[config.mk]
export PLATFORM = sky130hd
export DESIGN_NAME = br_fifo_shared_push_arbiter
export DESIGN_NICKNAME = d
export VERILOG_FILES = /design/src/rtl/br_fifo_shared_push_arbiter.sv
export SDC_FILE = /design/constraint.sdc
export NUM_CORES = 1
export LEC_CHECK = 0
export ABC_AREA = 1
export CORE_MARGIN = 4
export CORE_UTILIZATION = 35
export CTS_CLUSTER_DIAMETER = 50
export DETAILED_ROUTE_END_ITERATION = 12
export PLACE_DENSITY = 0.86
export SETUP_SLACK_MARGIN = 0.5
export SYNTH_ARGS = -nofsm -noshare
export SYNTH_HDL_FRONTEND = slang
export SYNTH_SLANG_ARGS = --single-unit
export TNS_END_PERCENT = 50
[constraint.sdc]
create_clock -name clk -period 1.53 [get_ports clk]
set_input_delay 0.306 -clock clk [delete_from_list [all_inputs] [get_ports clk]]
set_output_delay 0.306 -clock clk [all_outputs]
set_load 0.005 [all_outputs]
[src/rtl/br_fifo_shared_push_arbiter.sv]
// Round-robin push arbiter sharing one downstream FIFO among several ready/valid
// requesters, with a per-requester cap on entries resident in that FIFO.
module br_fifo_shared_push_arbiter #(
    parameter int NumRequesters   = 2,
    parameter int Width           = 8,
    parameter int MaxPerRequester = 2,
    localparam int IdWidth        = $clog2(NumRequesters),
    localparam int CountWidth     = $clog2(MaxPerRequester + 1)
) (
    input  logic                                clk,
    input  logic                                rst_n,
    input  logic [NumRequesters-1:0]            in_valid,
    output logic [NumRequesters-1:0]            in_ready,
    input  logic [NumRequesters*Width-1:0]      in_data,
    output logic                                out_valid,
    input  logic                                out_ready,
    output logic [Width-1:0]                    out_data,
    output logic [IdWidth-1:0]                  out_id,
    input  logic                                release_valid,
    input  logic [IdWidth-1:0]                  release_id,
    output logic [NumRequesters*CountWidth-1:0] occupancy
);

    logic [IdWidth-1:0]    rr_ptr;
    logic                  lock_active;
    logic [IdWidth-1:0]    lock_id;
    logic [CountWidth-1:0] occ_cnt [NumRequesters];

    logic [NumRequesters-1:0] eligible;
    logic                     scan_found;
    logic [IdWidth-1:0]       scan_id;
    logic [IdWidth-1:0]       grant_id;

    function automatic logic [IdWidth-1:0] next_ptr(input logic [IdWidth-1:0] id);
        if (int'(id) == NumRequesters - 1) begin
            return '0;
        end
        return id + 1'b1;
    endfunction

    // Increment on accept, decrement on release; a stray release at zero holds at zero.
    function automatic logic [CountWidth-1:0] occ_next(input logic [CountWidth-1:0] cur,
                                                       input logic inc,
                                                       input logic dec);
        if (inc && !dec) begin
            return cur + 1'b1;
        end
        if (dec && !inc && cur != '0) begin
            return cur - 1'b1;
        end
        return cur;
    endfunction

    // Only the registered count gates eligibility, so release never reaches the grant combinationally.
    always_comb begin
        for (int i = 0; i < NumRequesters; i++) begin
            eligible[i] = in_valid[i] && (occ_cnt[i] < CountWidth'(MaxPerRequester));
        end
    end

    always_comb begin
        scan_found = 1'b0;
        scan_id    = '0;
        for (int k = 0; k < NumRequesters; k++) begin
            automatic int idx = int'(rr_ptr) + k;
            if (idx >= NumRequesters) begin
                idx = idx - NumRequesters;
            end
            if (!scan_found && eligible[idx]) begin
                scan_found = 1'b1;
                scan_id    = IdWidth'(idx);
            end
        end
    end

    // A lock pins the grant while the FIFO stalls so the presented entry cannot change.
    always_comb begin
        grant_id  = lock_active ? lock_id : scan_id;
        out_valid = rst_n && (lock_active || scan_found);
        out_id    = grant_id;
        out_data  = in_data[int'(grant_id)*Width +: Width];
        for (int i = 0; i < NumRequesters; i++) begin
            in_ready[i] = out_valid && out_ready && (grant_id == IdWidth'(i));
        end
    end

    always_comb begin
        for (int i = 0; i < NumRequesters; i++) begin
            occupancy[i*CountWidth +: CountWidth] = occ_cnt[i];
        end
    end

    always_ff @(posedge clk) begin
        if (!rst_n) begin
            rr_ptr      <= '0;
            lock_active <= 1'b0;
            lock_id     <= '0;
            for (int i = 0; i < NumRequesters; i++) begin
                occ_cnt[i] <= '0;
            end
        end else begin
            if (out_valid && out_ready) begin
                rr_ptr      <= next_ptr(grant_id);
                lock_active <= 1'b0;
            end else if (out_valid) begin
                lock_active <= 1'b1;
                lock_id     <= grant_id;
            end
            for (int i = 0; i < NumRequesters; i++) begin
                occ_cnt[i] <= occ_next(occ_cnt[i], in_ready[i],
                                       release_valid && (release_id == IdWidth'(i)));
            end
        end
    end

`ifndef SYNTHESIS
    // Cycles each eligible requester has watched the FIFO accept someone else.
    int wait_cnt [NumRequesters];

    always_ff @(posedge clk) begin
        for (int i = 0; i < NumRequesters; i++) begin
            if (!rst_n || !eligible[i] || in_ready[i]) begin
                wait_cnt[i] <= 0;
            end else if (out_ready) begin
                wait_cnt[i] <= wait_cnt[i] + 1;
            end
        end
    end

    a_ready_onehot0: assert property (@(posedge clk) disable iff (!rst_n)
        $onehot0(in_ready));

    a_stall_stable: assert property (@(posedge clk) disable iff (!rst_n)
        out_valid && !out_ready |=> out_valid && $stable(out_id) && $stable(out_data));

    a_release_id_range: assert property (@(posedge clk) disable iff (!rst_n)
        release_valid |-> ({1'b0, release_id} < (IdWidth+1)'(NumRequesters)));

    for (genvar gi = 0; gi < NumRequesters; gi++) begin : g_chk
        a_occ_max: assert property (@(posedge clk) disable iff (!rst_n)
            occ_cnt[gi] <= CountWidth'(MaxPerRequester));

        a_no_underflow: assert property (@(posedge clk) disable iff (!rst_n)
            release_valid && (release_id == IdWidth'(gi)) |-> occ_cnt[gi] != '0);

        a_liveness: assert property (@(posedge clk) disable iff (!rst_n)
            wait_cnt[gi] <= NumRequesters);
    end
`endif

endmodule

==> metrics.cfg <==
[clock_tree]
clock_sinks = 7
htreeDepth = 1
clock_latency_ns = 0.27
cts_max_path_buffers = 2
clkTransAtPathRegs_ns = 0.06
ctsRootBufferMaster = clkbuf_4
ctsHoldBuffers = 0
cts_made_buffers = 3
cts_tree = done

[sta]
maxSlewHeadroom_pct = 77.7
setup_viol = 12
final.min_clock_period_ns = 1.66
slew_violations = 0
fin_worst_skew_ns = 0.000330
fin_crit_sh_pct = 108
tightest_slew_ns = 0.334
grt_setup_unrepaired = true
fin_ws_ns = -0.127
fmax_mhz = 604
hold_violations = 0

[power_and_ir_drop]
power_density_nw_per_um2 = 565
p_leak_nw = 0.687
ir_drop_mv = 0.516

[route]
drt_iter0_drc = 21
wl_per_cell_um = 14.6
drt-total-wl_um = 2820
avgViaCountPerCell = 4.87
dr_total_vias = 940
drt_first_pass_iters = 4
drc_errors = 0
drt.antenna.violating_nets = 0

[floorplan]
rows = 14
core_um2 = 1590
dieHeight_um = 50.0
io_pins = 39
fp.dieW_um = 50.0
initial_utilization_pct = 38.8
dieArea_um2 = 2500

[worst_hold_path]
hold_path_class = reg2reg

[final_layout]
num_antenna_cells = 0
syn_to_final_growth_pct = 123
nNetsFinal = 193
fin_util_pct = 86.7
drive_gt1_share_pct = 52.7
layout_commonest_cell = nand2_1
final_cell_mix = nand2_1 (27), clkdlybuf4s50_1 (19), buf_4 (17), buf_6 (16)

[setup_path]
cp_max_fo = 3
required_ns = 1.22
critical_path_class = reg2out
cp-end-kind = primary output
cp-start-kind = flop
crit_arrival_ns = 1.35

[synthesis]
synthCells = 103
ys_ff_latch = 7
ys_warn_count = 0
synth.yosys.seq_area_share_pct = 22.7
avgSynthCellArea_um2 = 6.00
synth_cell_type_count = 18
syn_nets = 126
syn_area_um2 = 618

[status]
outcome = finished, violations left
violations = negative setup slack

[grt]
grt_util_all_layers_pct = 21.6
grt_pass1_wl_um = 4110
grt.overflow.total = 0
grt_max_degree = 7
grt_pass1_vias = 958
antenna_found_initial = 0

[job]
max-cap-violations = 0

[placed_design]
dpl_worst_slack_ns = -0.689
dp_hpwl_um = 1540
port-buffer-count = 38
gp_congestion = 0.796

[final timing paths]
| kind | cells after the start | endpoint | slack (ns) | start |
|---|---|---|---|---|
| max | 8 | in_ready[0] | -0.13 | occ_cnt[0][3] |
| min | 2 | occ_cnt[0][1] | 0.53 | occ_cnt[0][0] |
| min reg2reg | 2 | occ_cnt[0][1] | 0.53 | occ_cnt[0][0] |
| max reg2reg | 12 | occ_cnt[0][0] | -0.06 | occ_cnt[0][3] |
[registers in the layout (all words and copies together), names as in the netlist]
register and cells:
lock_active 1, occ_cnt 4, rr_ptr 1, lock_id 1
[cells by family after synthesis]
group | after synthesis | synth area share (%)
AO/OA/AOI/OAI | 7 | 7.89
buffers and inverters | 16 | 11.5
flip-flops | 7 | 22.7
AND/OR/NAND/NOR | 73 | 57.9
[worst max-delay path, cell delays in order, from the launching register on]
cell and delay, ns:
dfxtp_2 0.32, inv_2 0.07, nand2_4 0.08, nand3_2 0.11
buf_6 0.10, nand3_4 0.07, buf_6 0.14, nor2_4 0.07
buf_2 0.11
[what timing repair did]
item,in CTS,in global routing
setup buffers,11,1
resized for setup,98,27
pin swaps,22,12
setup endpoints to repair,23,23
cloned,1,0
[cell usage after synthesis (all sizes together)]
cell type / n / area share (%)
inv: 14 / 8.5
nand4: 2 / 2.0
nor2: 16 / 13
buf: 2 / 3.0
a21oi: 1 / 0.81
dfxtp: 7 / 23
nand3: 9 / 13
nand2: 46 / 30
o21bai: 1 / 3.0
o21ai: 5 / 4.0
[power by group]
part / switching [W] / internal, W / leakage, nW
Combinational: 0.000180 / 0.000211 / 0.611
Clock: 0.0000871 / 0.000101 / 0.0150
Sequential: 0.0000140 / 0.000188 / 0.0610
[area by class of cell]
class / instances / area (um2)
inverter: 14 / 52.6
fill: 80 / 213
timing repair buffer: 63 / 568
multi-input combinational: 81 / 547
tap: 24 / 30.0
clock buffer: 4 / 26.3
sequential: 7 / 158
[metrics by stage]
step | hold WS [ns] | setup TNS (ns) | instances | area (um2) | total power [W]
after detailed placement | 0.553 | -8.98 | 176 | 1110 | 0.000485
after floorplan | 0.441 | 0 | 103 | 623 | 0.000325
after global routing | 0.551 | -1.86 | 193 | 1380 | 0.000825
after global placement | 0.540 | -8.36 | 176 | 1110 | 0.000480
after CTS | 0.544 | -0.678 | 192 | 1280 | 0.000709
final | 0.531 | -1.03 | 193 | 1380 | 0.000781
[per-layer routing]
| metal | GRT usage, % | part of all wire [%] | vias to the layer above |
|---|---|---|---|
| met2 | 40.4 | 55 | 41 |
| met4 | 15.7 | 3.7 | 0 |
| met3 | 5.12 | 6.0 | 11 |
| met1 | 19.7 | 36 | 434 |
| li1 | - | - | 454 |
| met5 | 0 | 0 | - |
Note: power is estimated with default switching activity, not from simulation.
